[src/rtl/alu_pkg.sv]
// Shared constants for the ALU issue stage: ALU opcodes, RV32I major opcodes,
// immediate formats and operand-select encodings.
package alu_pkg;

    localparam logic [3:0] ALU_AND  = 4'b0000;
    localparam logic [3:0] ALU_OR   = 4'b0001;
    localparam logic [3:0] ALU_ADD  = 4'b0010;
    localparam logic [3:0] ALU_SUB  = 4'b0110;
    localparam logic [3:0] ALU_SLT  = 4'b0111;
    localparam logic [3:0] ALU_SLTU = 4'b1001;
    localparam logic [3:0] ALU_XOR  = 4'b1100;
    localparam logic [3:0] ALU_SRL  = 4'b1101;
    localparam logic [3:0] ALU_SLL  = 4'b1110;
    localparam logic [3:0] ALU_SRA  = 4'b1111;

    localparam logic [6:0] OPC_OP     = 7'b0110011;
    localparam logic [6:0] OPC_OP_IMM = 7'b0010011;
    localparam logic [6:0] OPC_LOAD   = 7'b0000011;
    localparam logic [6:0] OPC_STORE  = 7'b0100011;
    localparam logic [6:0] OPC_BRANCH = 7'b1100011;
    localparam logic [6:0] OPC_LUI    = 7'b0110111;
    localparam logic [6:0] OPC_AUIPC  = 7'b0010111;
    localparam logic [6:0] OPC_JAL    = 7'b1101111;
    localparam logic [6:0] OPC_JALR   = 7'b1100111;

    typedef enum logic [2:0] {
        IMM_NONE  = 3'd0,
        IMM_I     = 3'd1,
        IMM_S     = 3'd2,
        IMM_U     = 3'd3,
        IMM_SHAMT = 3'd4,
        IMM_LINK  = 3'd5
    } imm_fmt_e;

    typedef enum logic [1:0] {
        SRC1_RS1  = 2'd0,
        SRC1_PC   = 2'd1,
        SRC1_ZERO = 2'd2
    } src1_sel_e;

    typedef enum logic [1:0] {
        SRC2_RS2  = 2'd0,
        SRC2_IMM  = 2'd1,
        SRC2_ZERO = 2'd2
    } src2_sel_e;

    // alt selects SUB/SRA on the funct3 codes that have an alternate form
    function automatic logic [3:0] funct3_to_alu(input logic [2:0] f3, input logic alt);
        logic [3:0] code;
        case (f3)
            3'b000:  code = alt ? ALU_SUB : ALU_ADD;
            3'b001:  code = ALU_SLL;
            3'b010:  code = ALU_SLT;
            3'b011:  code = ALU_SLTU;
            3'b100:  code = ALU_XOR;
            3'b101:  code = alt ? ALU_SRA : ALU_SRL;
            3'b110:  code = ALU_OR;
            3'b111:  code = ALU_AND;
            default: code = ALU_ADD;
        endcase
        return code;
    endfunction

endpackage

[src/rtl/alu_dec.sv]
// Combinational RV32I decoder: instruction to ALU code, operand selects,
// immediate and writeback/branch/illegal flags.
module alu_dec
    import alu_pkg::*;
(
    input  logic [31:0] i_instr,
    output logic [3:0]  o_alu_ctrl,
    output src1_sel_e   o_src1_sel,
    output src2_sel_e   o_src2_sel,
    output logic [31:0] o_imm,
    output logic [4:0]  o_rd,
    output logic        o_reg_wen,
    output logic        o_is_branch,
    output logic [2:0]  o_br_funct3,
    output logic        o_illegal
);

    logic [6:0] w_opcode;
    logic [2:0] w_funct3;
    logic [6:0] w_funct7;
    logic [3:0] w_ctrl;
    src1_sel_e  w_s1;
    src2_sel_e  w_s2;
    imm_fmt_e   w_fmt;
    logic       w_wen;
    logic       w_br;
    logic       w_ill;

    assign w_opcode = i_instr[6:0];
    assign w_funct3 = i_instr[14:12];
    assign w_funct7 = i_instr[31:25];
    assign o_rd     = i_instr[11:7];

    // Raw decode before the illegal override
    always_comb begin
        w_ctrl = ALU_ADD;
        w_s1   = SRC1_ZERO;
        w_s2   = SRC2_ZERO;
        w_fmt  = IMM_NONE;
        w_wen  = 1'b0;
        w_br   = 1'b0;
        w_ill  = 1'b0;
        case (w_opcode)
            OPC_OP: begin
                w_s1  = SRC1_RS1;
                w_s2  = SRC2_RS2;
                w_wen = 1'b1;
                if (w_funct7 == 7'b0000000) begin
                    w_ctrl = funct3_to_alu(w_funct3, 1'b0);
                end else if (w_funct7 == 7'b0100000 &&
                             (w_funct3 == 3'b000 || w_funct3 == 3'b101)) begin
                    w_ctrl = funct3_to_alu(w_funct3, 1'b1);
                end else begin
                    w_ill = 1'b1;
                end
            end
            OPC_OP_IMM: begin
                w_s1  = SRC1_RS1;
                w_s2  = SRC2_IMM;
                w_wen = 1'b1;
                if (w_funct3 == 3'b001 || w_funct3 == 3'b101) begin
                    w_fmt = IMM_SHAMT;
                    if (w_funct7 == 7'b0000000) begin
                        w_ctrl = funct3_to_alu(w_funct3, 1'b0);
                    end else if (w_funct7 == 7'b0100000 && w_funct3 == 3'b101) begin
                        w_ctrl = ALU_SRA;
                    end else begin
                        w_ill = 1'b1;
                    end
                end else begin
                    // funct7 bits are immediate bits here, never an alternate-op flag
                    w_fmt  = IMM_I;
                    w_ctrl = funct3_to_alu(w_funct3, 1'b0);
                end
            end
            OPC_LOAD: begin
                w_s1  = SRC1_RS1;
                w_s2  = SRC2_IMM;
                w_fmt = IMM_I;
                w_wen = 1'b1;
            end
            OPC_STORE: begin
                w_s1  = SRC1_RS1;
                w_s2  = SRC2_IMM;
                w_fmt = IMM_S;
            end
            OPC_BRANCH: begin
                w_s1 = SRC1_RS1;
                w_s2 = SRC2_RS2;
                w_br = 1'b1;
                case (w_funct3)
                    3'b000, 3'b001: w_ctrl = ALU_SUB;
                    3'b100, 3'b101: w_ctrl = ALU_SLT;
                    3'b110, 3'b111: w_ctrl = ALU_SLTU;
                    default:        w_ill  = 1'b1;
                endcase
            end
            OPC_LUI: begin
                w_s2  = SRC2_IMM;
                w_fmt = IMM_U;
                w_wen = 1'b1;
            end
            OPC_AUIPC: begin
                w_s1  = SRC1_PC;
                w_s2  = SRC2_IMM;
                w_fmt = IMM_U;
                w_wen = 1'b1;
            end
            OPC_JAL, OPC_JALR: begin
                w_s1  = SRC1_PC;
                w_s2  = SRC2_IMM;
                w_fmt = IMM_LINK;
                w_wen = 1'b1;
            end
            default: begin
                w_ill = 1'b1;
            end
        endcase
    end

    // Immediate generation by format
    always_comb begin
        case (w_fmt)
            IMM_I:     o_imm = {{20{i_instr[31]}}, i_instr[31:20]};
            IMM_S:     o_imm = {{20{i_instr[31]}}, i_instr[31:25], i_instr[11:7]};
            IMM_U:     o_imm = {i_instr[31:12], 12'b0};
            IMM_SHAMT: o_imm = {27'b0, i_instr[24:20]};
            IMM_LINK:  o_imm = 32'd4;
            default:   o_imm = 32'd0;
        endcase
    end

    // Any illegal encoding collapses to a harmless ADD 0,0 with no side effects
    always_comb begin
        if (w_ill) begin
            o_alu_ctrl  = ALU_ADD;
            o_src1_sel  = SRC1_ZERO;
            o_src2_sel  = SRC2_ZERO;
            o_reg_wen   = 1'b0;
            o_is_branch = 1'b0;
            o_br_funct3 = 3'b000;
        end else begin
            o_alu_ctrl  = w_ctrl;
            o_src1_sel  = w_s1;
            o_src2_sel  = w_s2;
            o_reg_wen   = w_wen && (i_instr[11:7] != 5'd0);
            o_is_branch = w_br;
            o_br_funct3 = w_br ? w_funct3 : 3'b000;
        end
        o_illegal = w_ill;
    end

endmodule

[src/rtl/alu_issue_stage.sv]
// ID/EX issue register feeding the execute-stage ALU with a valid/ready/flush handshake.
// Define ALU_ISSUE_FWD_EN to add EX/MEM and MEM/WB operand forwarding ports.
module alu_issue_stage
    import alu_pkg::*;
(
    input  logic        clk,
    input  logic        rst_n,
    input  logic        in_valid,
    output logic        in_ready,
    input  logic [31:0] instr,
    input  logic [31:0] pc,
    input  logic [31:0] rs1_data,
    input  logic [31:0] rs2_data,
    input  logic        flush,
`ifdef ALU_ISSUE_FWD_EN
    input  logic [4:0]  exmem_rd,
    input  logic [4:0]  memwb_rd,
    input  logic        exmem_wen,
    input  logic        memwb_wen,
    input  logic [31:0] exmem_val,
    input  logic [31:0] memwb_val,
`endif
    output logic        out_valid,
    input  logic        out_ready,
    output logic [3:0]  alu_ctrl,
    output logic [31:0] src1,
    output logic [31:0] src2,
    output logic [31:0] store_data,
    output logic [4:0]  rd,
    output logic        reg_wen,
    output logic        is_branch,
    output logic [2:0]  br_funct3,
    output logic        illegal
);

    logic [3:0]  w_alu_ctrl;
    src1_sel_e   w_src1_sel;
    src2_sel_e   w_src2_sel;
    logic [31:0] w_imm;
    logic [4:0]  w_rd;
    logic        w_reg_wen;
    logic        w_is_branch;
    logic [2:0]  w_br_funct3;
    logic        w_illegal;
    logic [31:0] w_rs1_val;
    logic [31:0] w_rs2_val;
    logic [31:0] w_src1;
    logic [31:0] w_src2;
    logic        w_load;

    logic        r_out_valid;
    logic [3:0]  r_alu_ctrl;
    logic [31:0] r_src1;
    logic [31:0] r_src2;
    logic [31:0] r_store_data;
    logic [4:0]  r_rd;
    logic        r_reg_wen;
    logic        r_is_branch;
    logic [2:0]  r_br_funct3;
    logic        r_illegal;

    alu_dec u_dec (
        .i_instr     (instr),
        .o_alu_ctrl  (w_alu_ctrl),
        .o_src1_sel  (w_src1_sel),
        .o_src2_sel  (w_src2_sel),
        .o_imm       (w_imm),
        .o_rd        (w_rd),
        .o_reg_wen   (w_reg_wen),
        .o_is_branch (w_is_branch),
        .o_br_funct3 (w_br_funct3),
        .o_illegal   (w_illegal)
    );

`ifdef ALU_ISSUE_FWD_EN
    logic [4:0] w_rs1_idx;
    logic [4:0] w_rs2_idx;
    assign w_rs1_idx = instr[19:15];
    assign w_rs2_idx = instr[24:20];

    // Forwarding: EX/MEM beats MEM/WB, x0 always reads the register file
    always_comb begin
        if (w_rs1_idx == 5'd0) begin
            w_rs1_val = rs1_data;
        end else if (exmem_wen && exmem_rd == w_rs1_idx) begin
            w_rs1_val = exmem_val;
        end else if (memwb_wen && memwb_rd == w_rs1_idx) begin
            w_rs1_val = memwb_val;
        end else begin
            w_rs1_val = rs1_data;
        end
        if (w_rs2_idx == 5'd0) begin
            w_rs2_val = rs2_data;
        end else if (exmem_wen && exmem_rd == w_rs2_idx) begin
            w_rs2_val = exmem_val;
        end else if (memwb_wen && memwb_rd == w_rs2_idx) begin
            w_rs2_val = memwb_val;
        end else begin
            w_rs2_val = rs2_data;
        end
    end
`else
    assign w_rs1_val = rs1_data;
    assign w_rs2_val = rs2_data;
`endif

    // Operand selection ahead of the issue register
    always_comb begin
        case (w_src1_sel)
            SRC1_RS1: w_src1 = w_rs1_val;
            SRC1_PC:  w_src1 = pc;
            default:  w_src1 = 32'd0;
        endcase
        case (w_src2_sel)
            SRC2_RS2: w_src2 = w_rs2_val;
            SRC2_IMM: w_src2 = w_imm;
            default:  w_src2 = 32'd0;
        endcase
    end

    assign in_ready = !r_out_valid || out_ready;
    assign w_load   = in_valid && in_ready && !flush;

    // Issue register: flush beats load, load beats hold, consume empties the slot
    always_ff @(posedge clk or negedge rst_n) begin
        if (!rst_n) begin
            r_out_valid  <= 1'b0;
            r_alu_ctrl   <= 4'd0;
            r_src1       <= 32'd0;
            r_src2       <= 32'd0;
            r_store_data <= 32'd0;
            r_rd         <= 5'd0;
            r_reg_wen    <= 1'b0;
            r_is_branch  <= 1'b0;
            r_br_funct3  <= 3'd0;
            r_illegal    <= 1'b0;
        end else if (flush) begin
            r_out_valid <= 1'b0;
        end else if (w_load) begin
            r_out_valid  <= 1'b1;
            r_alu_ctrl   <= w_alu_ctrl;
            r_src1       <= w_src1;
            r_src2       <= w_src2;
            r_store_data <= w_rs2_val;
            r_rd         <= w_rd;
            r_reg_wen    <= w_reg_wen;
            r_is_branch  <= w_is_branch;
            r_br_funct3  <= w_br_funct3;
            r_illegal    <= w_illegal;
        end else if (out_ready) begin
            r_out_valid <= 1'b0;
        end else begin
            r_out_valid <= r_out_valid;
        end
    end

    assign out_valid  = r_out_valid;
    assign alu_ctrl   = r_alu_ctrl;
    assign src1       = r_src1;
    assign src2       = r_src2;
    assign store_data = r_store_data;
    assign rd         = r_rd;
    assign reg_wen    = r_reg_wen;
    assign is_branch  = r_is_branch;
    assign br_funct3  = r_br_funct3;
    assign illegal    = r_illegal;

endmodule

[config.mk]
export PLATFORM = sky130hd
export DESIGN_NAME = alu_issue_stage
export DESIGN_NICKNAME = d
export VERILOG_FILES = /design/src/rtl/alu_pkg.sv /design/src/rtl/alu_dec.sv /design/src/rtl/alu_issue_stage.sv
export SDC_FILE = /design/constraint.sdc
export NUM_CORES = 1
export LEC_CHECK = 0
export CAP_MARGIN = 20
export CORE_AREA = 2 2 154 96
export CTS_BUF_LIST = sky130_fd_sc_hd__clkbuf_4
export DETAILED_ROUTE_END_ITERATION = 6
export DIE_AREA = 0 0 156 98
export PLACE_DENSITY_LB_ADDON = 0.08
export SYNTH_ARGS = -nofsm -noshare
export SYNTH_HDL_FRONTEND = slang
export SYNTH_SLANG_ARGS = --single-unit
[constraint.sdc]
create_clock -name clk -period 1.7 [get_ports clk]
set_input_delay 0.17 -clock clk [delete_from_list [all_inputs] [get_ports clk]]
set_output_delay 0.17 -clock clk [all_outputs]
set_load 0.02 [all_outputs]
[Word level (Yosys, flattened, before mapping)]
Memory sizes are Yosys's and may differ from the RTL's.
Cells that the tools add are included.
Cells by class
  $add $sub $neg: 0
  multipliers: 0
  div/mod/pow operators: 0
  magnitude comparators: 0
  eq/ne operators: 22
  shift operators: 0
  mux-type cells: 33
  bitwise operators: 1
  reductions and logical operators: 29
Operators by type and width (number)
  one-hot mux 32 bit (5 select lines): 1
  one-hot mux 32 bit (2 select lines): 2
  equality test 7 x 6 -> 1 bit (second input constant): 4
  2-to-1 mux 4 bit: 6
  one-hot mux 4 bit (3 select lines): 2
  equality test 7 bit (second input constant): 3
  equality test 3 bit (second input constant): 6
  one-hot mux 3 bit (5 select lines): 1
  equality test 7 x 5 -> 1 bit (second input constant): 2
  OR reduction 7 bit: 2
  2-to-1 mux 1 bit: 13
  OR reduction 2 bit: 6
  OR reduction 6 bit: 2
  2-to-1 mux 3 bit: 3
  one-hot mux 2 bit (2 select lines): 2
  equality test 7 x 2 -> 1 bit (second input constant): 1
  logical NOT 7 bit: 1
  equality test 3 x 1 -> 1 bit (second input constant): 2
  equality test 3 x 2 -> 1 bit (second input constant): 2
  logical AND 1 bit: 5
  nonzero test 5 bit: 1
  OR reduction 5 bit: 1
  equality test 2 x 1 -> 1 bit (second input constant): 2
  logical NOT 2 bit: 2
  9 further kinds: 13
Word-level totals
  register bits: 112
  latch bits: 0
  bits in writable memories: 0
  ROM bits: 128
  input bits: 133
  output and inout port bits: 113
  word-level logic and storage cells: 99
  memories: 4
Memories
  (no name shown): words 8, bits a word 4, read ports 1, clocked after Yosys merged registers in 0, write ports 0, line alu_pkg.sv:50  | case (f3)
  (no name shown): words 8, bits a word 4, read ports 1, clocked after Yosys merged registers in 0, write ports 0, line alu_pkg.sv:50
  (no name shown): words 8, bits a word 4, read ports 1, clocked after Yosys merged registers in 0, write ports 0, line alu_pkg.sv:50
  (no name shown): words 8, bits a word 4, read ports 1, clocked after Yosys merged registers in 0, write ports 0, line alu_pkg.sv:50

[Logic depth before layout (Yosys ltp)]
Gate-level depths: netlist of run 1.
  depth in word-level cells: 9
  gate-level depth with buffers: 10
  depth with buffers taken out: 7

[Modules after synthesis]
A second synthesis of run 1 with hierarchy kept.
Second synthesis, totals
  cell total of the unflattened synthesis: 535
  area total of the unflattened synthesis: 6167.2 µm²
Modules (own cells, without submodules)
  alu_issue_stage: instances 1, cells an instance 382, area each 5190.0 µm², sequential area each 2802.7 µm²
  alu_dec: instances 1, cells an instance 153, area each 977.2 µm², sequential area each 0.0 µm²

[Worst setup path before layout of run 1]
OpenSTA, ideal clock, no wires.
  kind: input port to flip-flop
  start point: input instr[13]
  end point: register r_src1[12] (netlist: src1[12])
  library setup time: 0.064 ns
  arrival time: 2.106 ns
  data required time: 1.636 ns
  path slack: -0.470 ns
  stages on the path: 9
  path buffers: 2
  cells stage by stage: clkbuf_1 inv_1 ha_1 mux2i_1 a2111oi_4 o22ai_2 nor4b_4 buf_6 a21o_1
On the way
  longest elaborated chain between the ends: 9
  elaborated cells on any way between the ends: 22
  those cells by class: eq/ne: 6; mux: 9; reduce/logical: 7
RTL lines
  from (decl): line alu_issue_stage.sv:10  | input logic [31:0] instr,
  equality test 3 bit / logical NOT 3 bit (equally long branches)
  logical AND 1 bit / logical OR 1 bit (equally long branches): line alu_dec.sv:65, alu_dec.sv:51
  2-to-1 mux 1 bit / logical AND 1 bit (equally long branches): line alu_dec.sv:65, alu_dec.sv:50
  2-to-1 mux 1 bit (on tied branches): line alu_dec.sv:63, alu_dec.sv:50
  2-to-1 mux 1 bit (on tied branches): line alu_dec.sv:61, alu_dec.sv:48
  one-hot mux 1 bit (4 select lines) (*): line alu_dec.sv:43  | case (w_opcode)
  2-to-1 mux 2 bit (*): line alu_dec.sv:135  | if (w_ill) begin
  equality test 2 x 1 -> 1 bit / logical NOT 2 bit (equally long branches): line alu_issue_stage.sv:109  | case (w_src1_sel)
  one-hot mux 32 bit (2 select lines) (*): line alu_issue_stage.sv:109
  to (signal assigned): line alu_issue_stage.sv:142  | r_src1 <= w_src1;
  to (decl): line alu_issue_stage.sv:53  | logic [31:0] r_src1;
Every way passes the cells marked *; elsewhere a longest branch is shown, timed or not.
A chain may end at the register's enable or synchronous reset.

[Final worst setup path of run 1]
  start point: input instr[28]
  end point: register r_src1[19] (netlist: src1[19])
On the way
  longest elaborated chain between the ends: 9
  elaborated cells on any way between the ends: 14
  those cells by class: eq/ne: 2; mux: 8; reduce/logical: 4
RTL lines
  equality test 7 x 6 -> 1 bit: line alu_dec.sv:50, alu_dec.sv:65
  logical AND 1 bit: line alu_dec.sv:65  | end else if (w_funct7 == 7'b0100000 && w_funct3 == 3'b101) begin
  2-to-1 mux 1 bit: line alu_dec.sv:65
  2-to-1 mux 1 bit: line alu_dec.sv:63  | if (w_funct7 == 7'b0000000) begin
  2-to-1 mux 1 bit: line alu_dec.sv:61  | if (w_funct3 == 3'b001 || w_funct3 == 3'b101) begin
  one-hot mux 1 bit (4 select lines) (*): line alu_dec.sv:43
  2-to-1 mux 2 bit (*): line alu_dec.sv:135
  equality test 2 x 1 -> 1 bit / logical NOT 2 bit (equally long branches): line alu_issue_stage.sv:109
  one-hot mux 32 bit (2 select lines) (*): line alu_issue_stage.sv:109
Marked as above.

==> reports/metrics.csv, run 1 <==
stage,metric,value,unit
power,vdd.ir_drop.worst,0.447,mV
clock_network,clock-root-buffer,clkbuf_4,
logic_synthesis,avgSynthCellArea,9.47,um2
drt,drc_errors,0,
floorplan,die_height,98,um
floorplan,initial_core_util,0.378,
critical_path,cp_data_arrival_time,2.28,ns
sta,worst_pin_slew,0.478,ns
critical_path,cp_cell_sequence,dlygate4sd2_1 -> or4_4 -> a2111oi_4 -> buf_4 -> o22ai_4 -> nor4b_4 -> buf_12 -> a21o_1,
placement,port_buffers,245,
cells_and_area,highest_count_cells_in_the_layout_ignoring_fill_and_taps,"clkdlybuf4s50_1, nand2_1, dfrtp_1",
status,status,finished with violations,
logic_synthesis,postSynthRegisterBits,112,
logic_synthesis,ys_async_sr_fraction,1.00,
sta,maxSlewViolCount,0,
clock_network,cts.clk_slew.worst_paths,0.18,ns
drt,detailedRoute.firstPassIterationCount,5,
clock_network,cts_num_sinks,112,
logic_synthesis,ys.warnings.count,0,
cells_and_area,finish.cell_count_without_fillers,1059,
critical_path,cp_data_required_time,2.12,ns
clock_network,cts_max_level,3,
drt,route.detailed.vias_per_inst,5.29,
cells_and_area,layout-drive-gt1-share,0.209,
sta,timing_hold_violations_final,0,
logic_synthesis,synth.largest_area_cell,dfrtp_1,
logic_synthesis,syn_area,0.00529,mm2
clock_network,cts-root-to-sink-buffers,2,
clock_network,clkLatencyLatePin,0.48,ns
logic_synthesis,yosysSeqAreaShare,0.529,
critical_path,cp-endpoint,src1[19]$_DFFE_PN0P_,
placement,gpl.final_weighted_congestion,0.835,
critical_path,register_to_register_path_setup_slack,-0.16,ns
logic_synthesis,synth.top_cell.area_share,0.529,
clock_network,cts_tree,yes,
power,p_per_area,673,mW/mm2
placement,dp.cells,1023,
critical_path,timing.critical_path.from,instr[28],
sta,rsz0062_at_grt,true,
critical_path,worstReg2RegEnd,src1[19]$_DFFE_PN0P_,
global_routing,initial_antenna_violation_count,0,
hold_path,timing.hold.worst.class,in2async,
critical_path,critical_path_peak_fanout,25,
sta,maxSlewHeadroom,0.678,
global_routing,grt_start_max_net_pins,66,
drt,detailed_route_wire_length_per_cell,18.6,um
global_routing,track_usage,0.240,
floorplan,die-area,0.0153,mm2
logic_synthesis,post_synth_main_area_contributors,"dfrtp_1, nand2_1, nor2_1, a221oi_1, a22o_1",
logic_synthesis,post_synth_num_cell_types,53,
status,violations,negative setup slack,
cells_and_area,area_growth,78.9,%
cells_and_area,num_antenna_cells,0,
placement,detailedPlace.worstSlack,-0.949,ns
critical_path,timing.setup.critical_path_class,in2reg,
floorplan,floorplan.die.width,156,um
power,leakagePower,5.37,nW
critical_path,critPathLaunchType,input port,
logic_synthesis,synthesis.nets,697,
critical_path,rr_worst_depth,7,
global_routing,global_route.overflow_total,0,
drt,drt_iter0_markers,378,
floorplan,rows,34,
sta,final_period_minus_worst_setup_slack,1.86,ns
job,max_cap_violations,0,
logic_synthesis,synth-edff-count,0,
global_routing,first_global_vias,5594,
sta,finalSetupViolations,73,
global_routing,grt_first_pass_wirelength,29.1,mm
drt,postRouteAntennaNets,0,
sta,final.setup.worst_slack,-0.165,ns
sta,max_freq,0.536,GHz
logic_synthesis,yosys_most_used_dff,dfrtp_1,
logic_synthesis,synthCells,559,
clock_network,cts_buffers,9,
drt,totalWireLength,19.7,mm
critical_path,rr_startpoint,out_valid$_DFFE_PN0P_,
sta,fin_worst_skew,0.0185,ns
floorplan,io_pins,246,
cells_and_area,layout.cells.most_common,clkdlybuf4s50_1,
placement,hpwlAfterDp,13.6,mm
critical_path,crit_path_top_delay_cell,or4_4,
critical_path,setup.worst_path.end_class,flip-flop,
critical_path,crit_path_max_incr_delay,0.54,ns
cells_and_area,nets,1012,
floorplan,coreArea,0.0140,mm2
drt,routed-via-count,5600,
sta,timing.final.crit_share,1.10,
[report_power, final]
part	switching [mW]	internal, mW
logic	1.01	1.04
registers	0.144	2.92
clock network	0.948	0.317
[routing by layer]
metal | GRT usage | up-vias | part of all wire | wire length, um
li1 | - | 2604 | - | -
met1 | 0.346 | 2753 | 0.46 | 9160
met2 | 0.377 | 225 | 0.46 | 9100
met3 | 0.0510 | 18 | 0.065 | 1290
met4 | 0.0515 | 0 | 0.0097 | 192
met5 | 0 | - | 0 | 0
[cells by family (layout without fill, tap and decap cells)]
group / count (synthesis) / after routing / synth area share
compound gates: 144 / 144 / 0.210
fa+ha+maj: 5 / 5 / 0.0118
buf+inv: 43 / 363 / 0.0345
flops: 112 / 112 / 0.529
mux: 8 / 8 / 0.0151
simple gates: 247 / 247 / 0.199
[critical path: cells and delay by family]
family                 cells  cell delay, ns
AND/OR/NAND/NOR            2            0.88
buffers and inverters      3            0.65
AO/OA/AOI/OAI              3            0.57
[flip-flops by register name (all words and copies together) (netlist names)]
signal      cells
src1           32
src2           32
store_data     32
rd              5
alu_ctrl        4
br_funct3       3
illegal         1
is_branch       1
out_valid       1
reg_wen         1
[cells in the mapped netlist, drive strengths merged, types with 4 or more instances]
master,instances
a21oi,7
mux2i,8
or3,4
a221oi,25
ha,5
a31oi,4
o21ai,24
a22o,25
buf,10
clkbuf,26
nor2b,4
dfrtp,112
nor2,72
a22oi,5
nand2,138
a21o,28
nor3,6
inv,7
[area by class of cell]
| type | count | area, um2 |
|---|---|---|
| Fill cell | 1092 | 4530 |
| Clock buffer | 9 | 67.6 |
| Sequential cell | 112 | 2800 |
| Inverter | 7 | 26.3 |
| Clock inverter | 7 | 53.8 |
| Timing Repair Buffer | 340 | 3610 |
| Tap cell | 180 | 225 |
| Multi-Input combinational cell | 404 | 2680 |
[worst min path at each step]
stage | to | slack [ns] | cells past startpoint
after floorplan | alu_ctrl[0]$_DFFE_PN0P_ | -0.13 | 0
after global placement | store_data[0]$_DFFE_PN0P_ | 0.04 | 1
after detailed placement | store_data[3]$_DFFE_PN0P_ | 0.05 | 1
after CTS | store_data[3]$_DFFE_PN0P_ | 0.05 | 2
after global routing | store_data[0]$_DFFE_PN0P_ | 0.07 | 2
final | store_data[3]$_DFFE_PN0P_ | 0.07 | 2
[what timing repair did]
| action | 4_1_cts | 5_1_grt |
|---|---|---|
| gates cloned | 2 | 6 |
| setup endpoints to repair | 75 | 157 |
| hold buffers | 1 | 0 |
| hold endpoints to repair | 112 | 0 |
| pin swaps | 12 | 21 |
| resized for setup | 52 | 130 |
| buffers inserted | 5 | 8 |
[metrics by stage]
step	power (mW)	TNS (ns)	area, um2	hold WS [ns]	utilization
after floorplan	3.84	-20.46	5330	-0.126	-
after global placement	5.03	-56.66	8550	0.0435	0.611
after detailed placement	5.06	-60.79	8550	0.0501	0.611
after CTS	6.33	-5.32	8870	0.0485	0.634
after global routing	6.68	-13.83	9470	0.0730	0.677
final	6.38	-6.94	9470	0.0669	0.677
Power figures use the tool's default switching activity.
==> run 2, diff against run 1 <==
- CAP_MARGIN: 20 -> unset
- GPL_TIMING_DRIVEN: unset -> 0
==> run 2 against run 1 <==
  * The flow still finishes with violations (negative setup slack)
  * Highest routed layer unchanged
  * Utilization is 1.2 points lower
  * Sequential cell count stayed put
  * First-iteration DRC count is 11% lower
  * Worst hold slack worse by 0.026 ns
  * Total power is 1.8% lower
  * Sequential share of layout area is 0.53 points higher
  * Routed wire length is 0.51% higher
  * Via count is 0.70% lower
  * Cell count is 2.3% lower
==> reports/metrics.csv, run 2 (same netlist as run 1, synthesis figures left out) <==
stage,metric,value,unit
global_routing,grt_first_pass_wirelength,30.2,mm
cells_and_area,finish.cell_count_without_fillers,1035,
floorplan,die_height,98,um
global_routing,grt_start_max_net_pins,70,
sta,worst_pin_slew,0.560,ns
cells_and_area,layout-drive-gt1-share,0.188,
power,p_per_area,673,mW/mm2
cells_and_area,layout.cells.most_common,clkdlybuf4s50_1,
power,vdd.ir_drop.worst,0.434,mV
sta,rsz0062_at_grt,true,
drt,route.detailed.vias_per_inst,5.37,
placement,dp.cells,983,
power,seq_power_share,0.488,
placement,gpl.final_weighted_congestion,0.906,
sta,max_freq,0.548,GHz
sta,final_period_minus_worst_setup_slack,1.83,ns
clock_network,clock-root-buffer,clkbuf_4,
floorplan,floorplan.die.width,156,um
cells_and_area,area_growth,75.8,%
sta,timing.final.crit_share,1.07,
status,status,finished with violations,
cells_and_area,num_antenna_cells,0,
sta,final.setup.worst_slack,-0.126,ns
floorplan,die-area,0.0153,mm2
hold_path,timing.hold.worst.class,in2reg,
critical_path,cp_data_arrival_time,2.22,ns
critical_path,critPathLaunchType,flip-flop,
clock_network,cts_max_level,3,
global_routing,track_usage,0.252,
drt,totalWireLength,19.8,mm
sta,maxSlewViolCount,0,
critical_path,setup.worst_path.end_class,flip-flop,
floorplan,initial_core_util,0.378,
sta,maxSlewHeadroom,0.627,
status,violations,negative setup slack,
placement,detailedPlace.worstSlack,-1.54,ns
drt,detailedRoute.firstPassIterationCount,6,
clock_network,cts_buffers,9,
global_routing,global_route.overflow_total,0,
power,proportion_of_power_drawn_by_the_clock_network,0.197,
global_routing,first_global_vias,5572,
drt,drc_errors,0,
power,switchingPower,2.07,mW
critical_path,critical_path_peak_fanout,5,
sta,timing_hold_violations_final,0,
critical_path,timing.setup.critical_path_class,reg2reg,
global_routing,initial_antenna_violation_count,0,
drt,postRouteAntennaNets,0,
cells_and_area,highest_count_cells_in_the_layout_ignoring_fill_and_taps,"clkdlybuf4s50_1, nand2_1, dfrtp_1",
power,power_switching_share,0.331,
floorplan,coreArea,0.0140,mm2
power,leakagePower,5.31,nW
clock_network,cts_tree,yes,
floorplan,io_pins,246,
clock_network,cts_num_sinks,112,
drt,drt_iter0_markers,335,
placement,hpwlAfterDp,14.2,mm
clock_network,clkLatencyLatePin,0.48,ns
drt,detailed_route_wire_length_per_cell,19.2,um
critical_path,cp_data_required_time,2.09,ns
sta,fin_worst_skew,0.0188,ns
power,internal-power,4.19,mW
drt,routed-via-count,5561,
cells_and_area,nets,988,
power,power.combinational.fraction,0.315,
placement,port_buffers,243,
job,max_cap_violations,0,
cells_and_area,postLayoutCoreUtil,0.665,
floorplan,rows,34,
clock_network,cts.clk_slew.worst_paths,0.17,ns
sta,finalSetupViolations,57,
clock_network,cts-root-to-sink-buffers,2,
## run 2: cell count changes in the layout (fill, tap and decap cells not counted), sizes merged
| cell | delta |
|---|---|
| buf | -41 |
| clkbuf | +19 |
| clkdlybuf4s15 | -2 |
| clkdlybuf4s50 | -11 |
| dlygate4sd2 | -4 |
| dlygate4sd3 | +5 |
| dlymetal6s2s | +10 |
## run 2: power groups by stage
| stage | clock network, mW | logic [mW] | registers (mW) |
|---|---|---|---|
| final | 1.23 | 1.97 | 3.06 |
| after global routing | 1.39 | 2.10 | 3.09 |
| after CTS | 1.28 | 1.96 | 3.06 |
| after detailed placement | 0 | 1.85 | 3.11 |
| after global placement | 0 | 1.80 | 3.10 |
| after floorplan | 0 | 0.416 | 3.43 |
## run 2: layer usage
metal / routed length, um / vias up / global-route usage
met5: 0 / - / 0
met4: 338 / 0 / 0.0529
met3: 1450 / 34 / 0.0599
met2: 8930 / 231 / 0.399
met1: 9130 / 2724 / 0.355
li1: - / 2572 / -
## run 2: cell type report
class | instances | area, um2
inverters | 7 | 31.3
well taps | 180 | 225
fillers | 1128 | 4690
flip-flops and latches | 112 | 2800
multi-input cells | 404 | 2770
clock buffers | 9 | 67.6
plain buffers | 33 | 292
repair buffers | 283 | 3060
clock inverters | 7 | 52.6
## run 2: repair_timing
| action | in CTS | in global routing |
|---|---|---|
| gates resized for setup | 149 | 126 |
| hold buffers | 5 | 1 |
| pin swaps | 21 | 44 |
| endpoints found under the hold margin | 47 | 1 |
| gates cloned | 4 | 2 |
| setup endpoints to repair | 115 | 177 |
| buffers inserted | 23 | 6 |
## run 2: through the flow
stage / hold slack (ns) / power [mW] / setup TNS (ns) / instance area [um2]
global route: 0.0239 / 6.58 / -11.50 / 9300
detailed placement: 0.123 / 4.96 / -118.37 / 8020
finish: 0.0406 / 6.26 / -4.29 / 9300
CTS: 0.00324 / 6.30 / -4.27 / 8860
global placement: 0.457 / 4.91 / -546.23 / 7990
floorplan: -0.126 / 3.84 / -20.46 / 5330
## run 2: worst max-delay path, cell delays in order (launching register included)
cell	delay (ns)
dfrtp_1	0.41
nor2b_4	0.13
inv_2	0.05
nand3b_1	0.08
buf_6	0.15
a21o_4	0.20
or3_4	0.35
buf_8	0.16
o31ai_2	0.20
## run 2: final timing paths
| kind | from | to | slack [ns] | cells after the start |
|---|---|---|---|---|
| worst max-delay path | out_valid$_DFFE_PN0P_ | br_funct3[2]$_DFFE_PN0P_ | -0.13 | 8 |
| worst min-delay path | instr[26] | src2[26]$_DFFE_PN0P_ | 0.04 | 4 |
| worst max register to register | out_valid$_DFFE_PN0P_ | br_funct3[2]$_DFFE_PN0P_ | -0.13 | 8 |
| worst min register to register | store_data[31]$_DFFE_PN0P_ | store_data[31]$_DFFE_PN0P_ | 0.50 | 2 |
| max in group asynchronous | rst_n | store_data[14]$_DFFE_PN0P_ | 0.86 | 3 |
| min in group asynchronous | rst_n | store_data[0]$_DFFE_PN0P_ | 0.14 | 2 |
==> run 3, diff against run 2 <==
- CELL_PAD_IN_SITES_DETAIL_PLACEMENT: unset -> 1
- CELL_PAD_IN_SITES_GLOBAL_PLACEMENT: unset -> 1
- CORE_AREA: 2 2 154 96 -> 2 2 181 112
- DIE_AREA: 0 0 156 98 -> 0 0 183 114
- SLEW_MARGIN: unset -> 15
==> run 3 against run 2 <==
  * The flow still finishes with violations (negative setup slack)
  * Sequential cell count stayed put
  * Combinational power is 7% lower
  * Clock skew is 0.0070 ns higher
  * Non-clock buffer count stayed put
  * Critical path type unchanged
  * Largest cell class unchanged
  * Highest routed layer unchanged
==> reports/metrics.csv, run 3 (same netlist as run 1, synthesis figures left out) <==
stage,metric,value,unit
status,status,finished with violations,
status,violations,negative setup slack,
global_routing,grt_first_pass_wirelength,34.2,mm
critical_path,timing.setup.critical_path_class,reg2reg,
critical_path,critical_path_peak_fanout,7,
critical_path,crit_path_max_incr_delay,0.41,ns
drt,drt_iter0_markers,317,
power,proportion_of_power_drawn_by_the_clock_network,0.247,
clock_network,clkLatencyLatePin,0.54,ns
critical_path,setup.worst_path.end_class,flip-flop,
hold_path,timing.hold.worst.class,in2reg,
drt,detailedRoute.firstPassIterationCount,4,
sta,totalNegativeSetupSlack,-4.04,ns
cells_and_area,nets,988,
power,p_per_area,724,mW/mm2
clock_network,cts.clk_slew.worst_paths,0.19,ns
job,max_cap_violations,0,
power,leakagePower,4.56,nW
clock_network,cts_max_level,3,
critical_path,path_delay_family,simple AND/OR/NAND/NOR gates,
critical_path,path_common_cell,buf_12,
floorplan,floorplan.die.width,183,um
sta,finalSetupViolations,42,
power,vdd.ir_drop.worst,0.349,mV
sta,max_freq,0.542,GHz
sta,worst_pin_slew,0.565,ns
global_routing,initial_antenna_violation_count,0,
cells_and_area,area_growth,70.0,%
placement,gpl.final_weighted_congestion,0.856,
global_routing,grt_start_max_net_pins,78,
sta,maxSlewViolCount,0,
cells_and_area,highest_count_cells_in_the_layout_ignoring_fill_and_taps,"nand2_1, clkdlybuf4s50_1, dlygate4sd2_1",
critical_path,timing.critical_path.from,out_valid$_DFFE_PN0P_,
power,seq_power_share,0.471,
cells_and_area,layout.cells.most_common,nand2_1,
global_routing,first_global_vias,5789,
drt,drc_errors,0,
drt,routed-via-count,5493,
critical_path,cp_data_arrival_time,2.30,ns
sta,timing_hold_violations_final,0,
critical_path,critPathLaunchType,flip-flop,
drt,postRouteAntennaNets,0,
power,power.combinational.fraction,0.282,
cells_and_area,layout.cell_area.non_filler,0.00900,mm2
critical_path,cp_cell_sequence,nor2b_4 -> inv_2 -> nand3b_1 -> buf_12 -> a21o_4 -> or3_4 -> buf_12 -> o31ai_4,
floorplan,die_height,114,um
placement,hpwlAfterDp,16.8,mm
critical_path,rr_startpoint,out_valid$_DFFE_PN0P_,
floorplan,io_pins,246,
floorplan,coreArea,0.0194,mm2
sta,fin_worst_skew,0.0259,ns
global_routing,global_route.overflow_total,0,
critical_path,cp_data_required_time,2.15,ns
critical_path,register_to_register_path_setup_slack,-0.15,ns
sta,timing.final.crit_share,1.09,
clock_network,cts_tree,yes,
cells_and_area,postLayoutCoreUtil,0.463,
placement,port_buffers,243,
drt,detailed_route_wire_length_per_cell,20.5,um
sta,rsz0062_at_grt,true,
floorplan,initial_core_util,0.273,
floorplan,die-area,0.0209,mm2
power,internal-power,4.34,mW
critical_path,path_buf_inv,3,
hold_path,holdCritStartpoint,instr[31],
power,power_switching_share,0.334,
clock_network,cts_num_sinks,112,
power,switchingPower,2.17,mW
sta,final_period_minus_worst_setup_slack,1.85,ns
global_routing,track_usage,0.215,
sta,maxSlewHeadroom,0.623,
critical_path,crit_path_top_delay_cell,dfrtp_1,
placement,postPlaceCellArea,0.00811,mm2
drt,route.detailed.vias_per_inst,4.96,
floorplan,rows,40,
cells_and_area,layout-drive-gt1-share,0.172,
clock_network,cts_buffers,9,
clock_network,clock-root-buffer,clkbuf_4,
clock_network,cts-root-to-sink-buffers,2,
drt,totalWireLength,22.8,mm
sta,final.setup.worst_slack,-0.146,ns
## run 3: cell count changes in the layout (fill, tap and decap cells not counted), sizes merged
cell and delta:
dlymetal6s2s -78, bufinv +2, diode +1, dlygate4sd3 +1, inv -1, dlygate4sd2 +107
clkinvlp -1, clkdlybuf4s50 -29, clkbuf -2, buf +1
## run 3: power by group through the flow
stage | clock, mW | sequential (mW) | combinational (mW)
after floorplan | 0 | 3.43 | 0.416
after CTS | 1.67 | 3.07 | 1.79
after global placement | 0 | 3.11 | 1.83
final | 1.61 | 3.06 | 1.84
after detailed placement | 0 | 3.13 | 1.88
after global routing | 1.77 | 3.10 | 1.97
## run 3: what timing repair did
| item | CTS | global route |
|---|---|---|
| pin swaps | 26 | 10 |
| resized for setup | 231 | 68 |
| hold buffers | 6 | 1 |
| hold endpoints to repair | 121 | 1 |
| setup buffers | 24 | 4 |
| setup endpoints to repair | 223 | 111 |
| gates cloned | 3 | 3 |
## run 3: cell type report
class | count | area (um2)
Antenna cell | 1 | 2.50
Fill cell | 2212 | 10400
Timing Repair Buffer | 284 | 2710
Clock inverter | 7 | 103
Multi-Input combinational cell | 404 | 2700
Buffer | 32 | 264
Tap cell | 252 | 315
Inverter | 7 | 36.3
Clock buffer | 9 | 67.6
Sequential cell | 112 | 2800
## run 3: metrics by stage
step / power, mW / setup WS, ns / cells / hold WS (ns)
after floorplan: 3.84 / -0.396 / 559 / -0.126
after global placement: 4.95 / -4.12 / 1054 / 0.458
after detailed placement: 5.01 / -1.68 / 1055 / 0.102
after CTS: 6.52 / -0.147 / 1101 / 0.0318
after global routing: 6.84 / -0.238 / 1107 / 0.0769
final: 6.51 / -0.146 / 1108 / 0.102
## run 3: per-layer routing
| metal | up-vias | global-route usage | share of wire | wire length, um |
|---|---|---|---|---|
| met3 | 14 | 0.0524 | 0.056 | 1280 |
| met1 | 2743 | 0.313 | 0.49 | 11200 |
| met4 | 0 | 0.0427 | 0.0091 | 207 |
| met2 | 165 | 0.326 | 0.44 | 10100 |
| li1 | 2571 | - | - | - |
| met5 | - | 0 | 0 | 0 |
## run 3: worst paths after layout
check,endpoint,cells after the start
setup / recovery,br_funct3[1]$_DFFE_PN0P_,8
hold / removal,src2[31]$_DFFE_PN0P_,3
setup reg to reg,br_funct3[1]$_DFFE_PN0P_,8
hold reg to reg,rd[0]$_DFFE_PN0P_,2
max in group asynchronous,store_data[15]$_DFFE_PN0P_,3
min in group asynchronous,store_data[1]$_DFFE_PN0P_,2
## run 3: worst min-delay path, stage by stage
cell and delay (ns):
dlymetal6s2s_1 0.23, o2111ai_1 0.12, a31oi_1 0.09
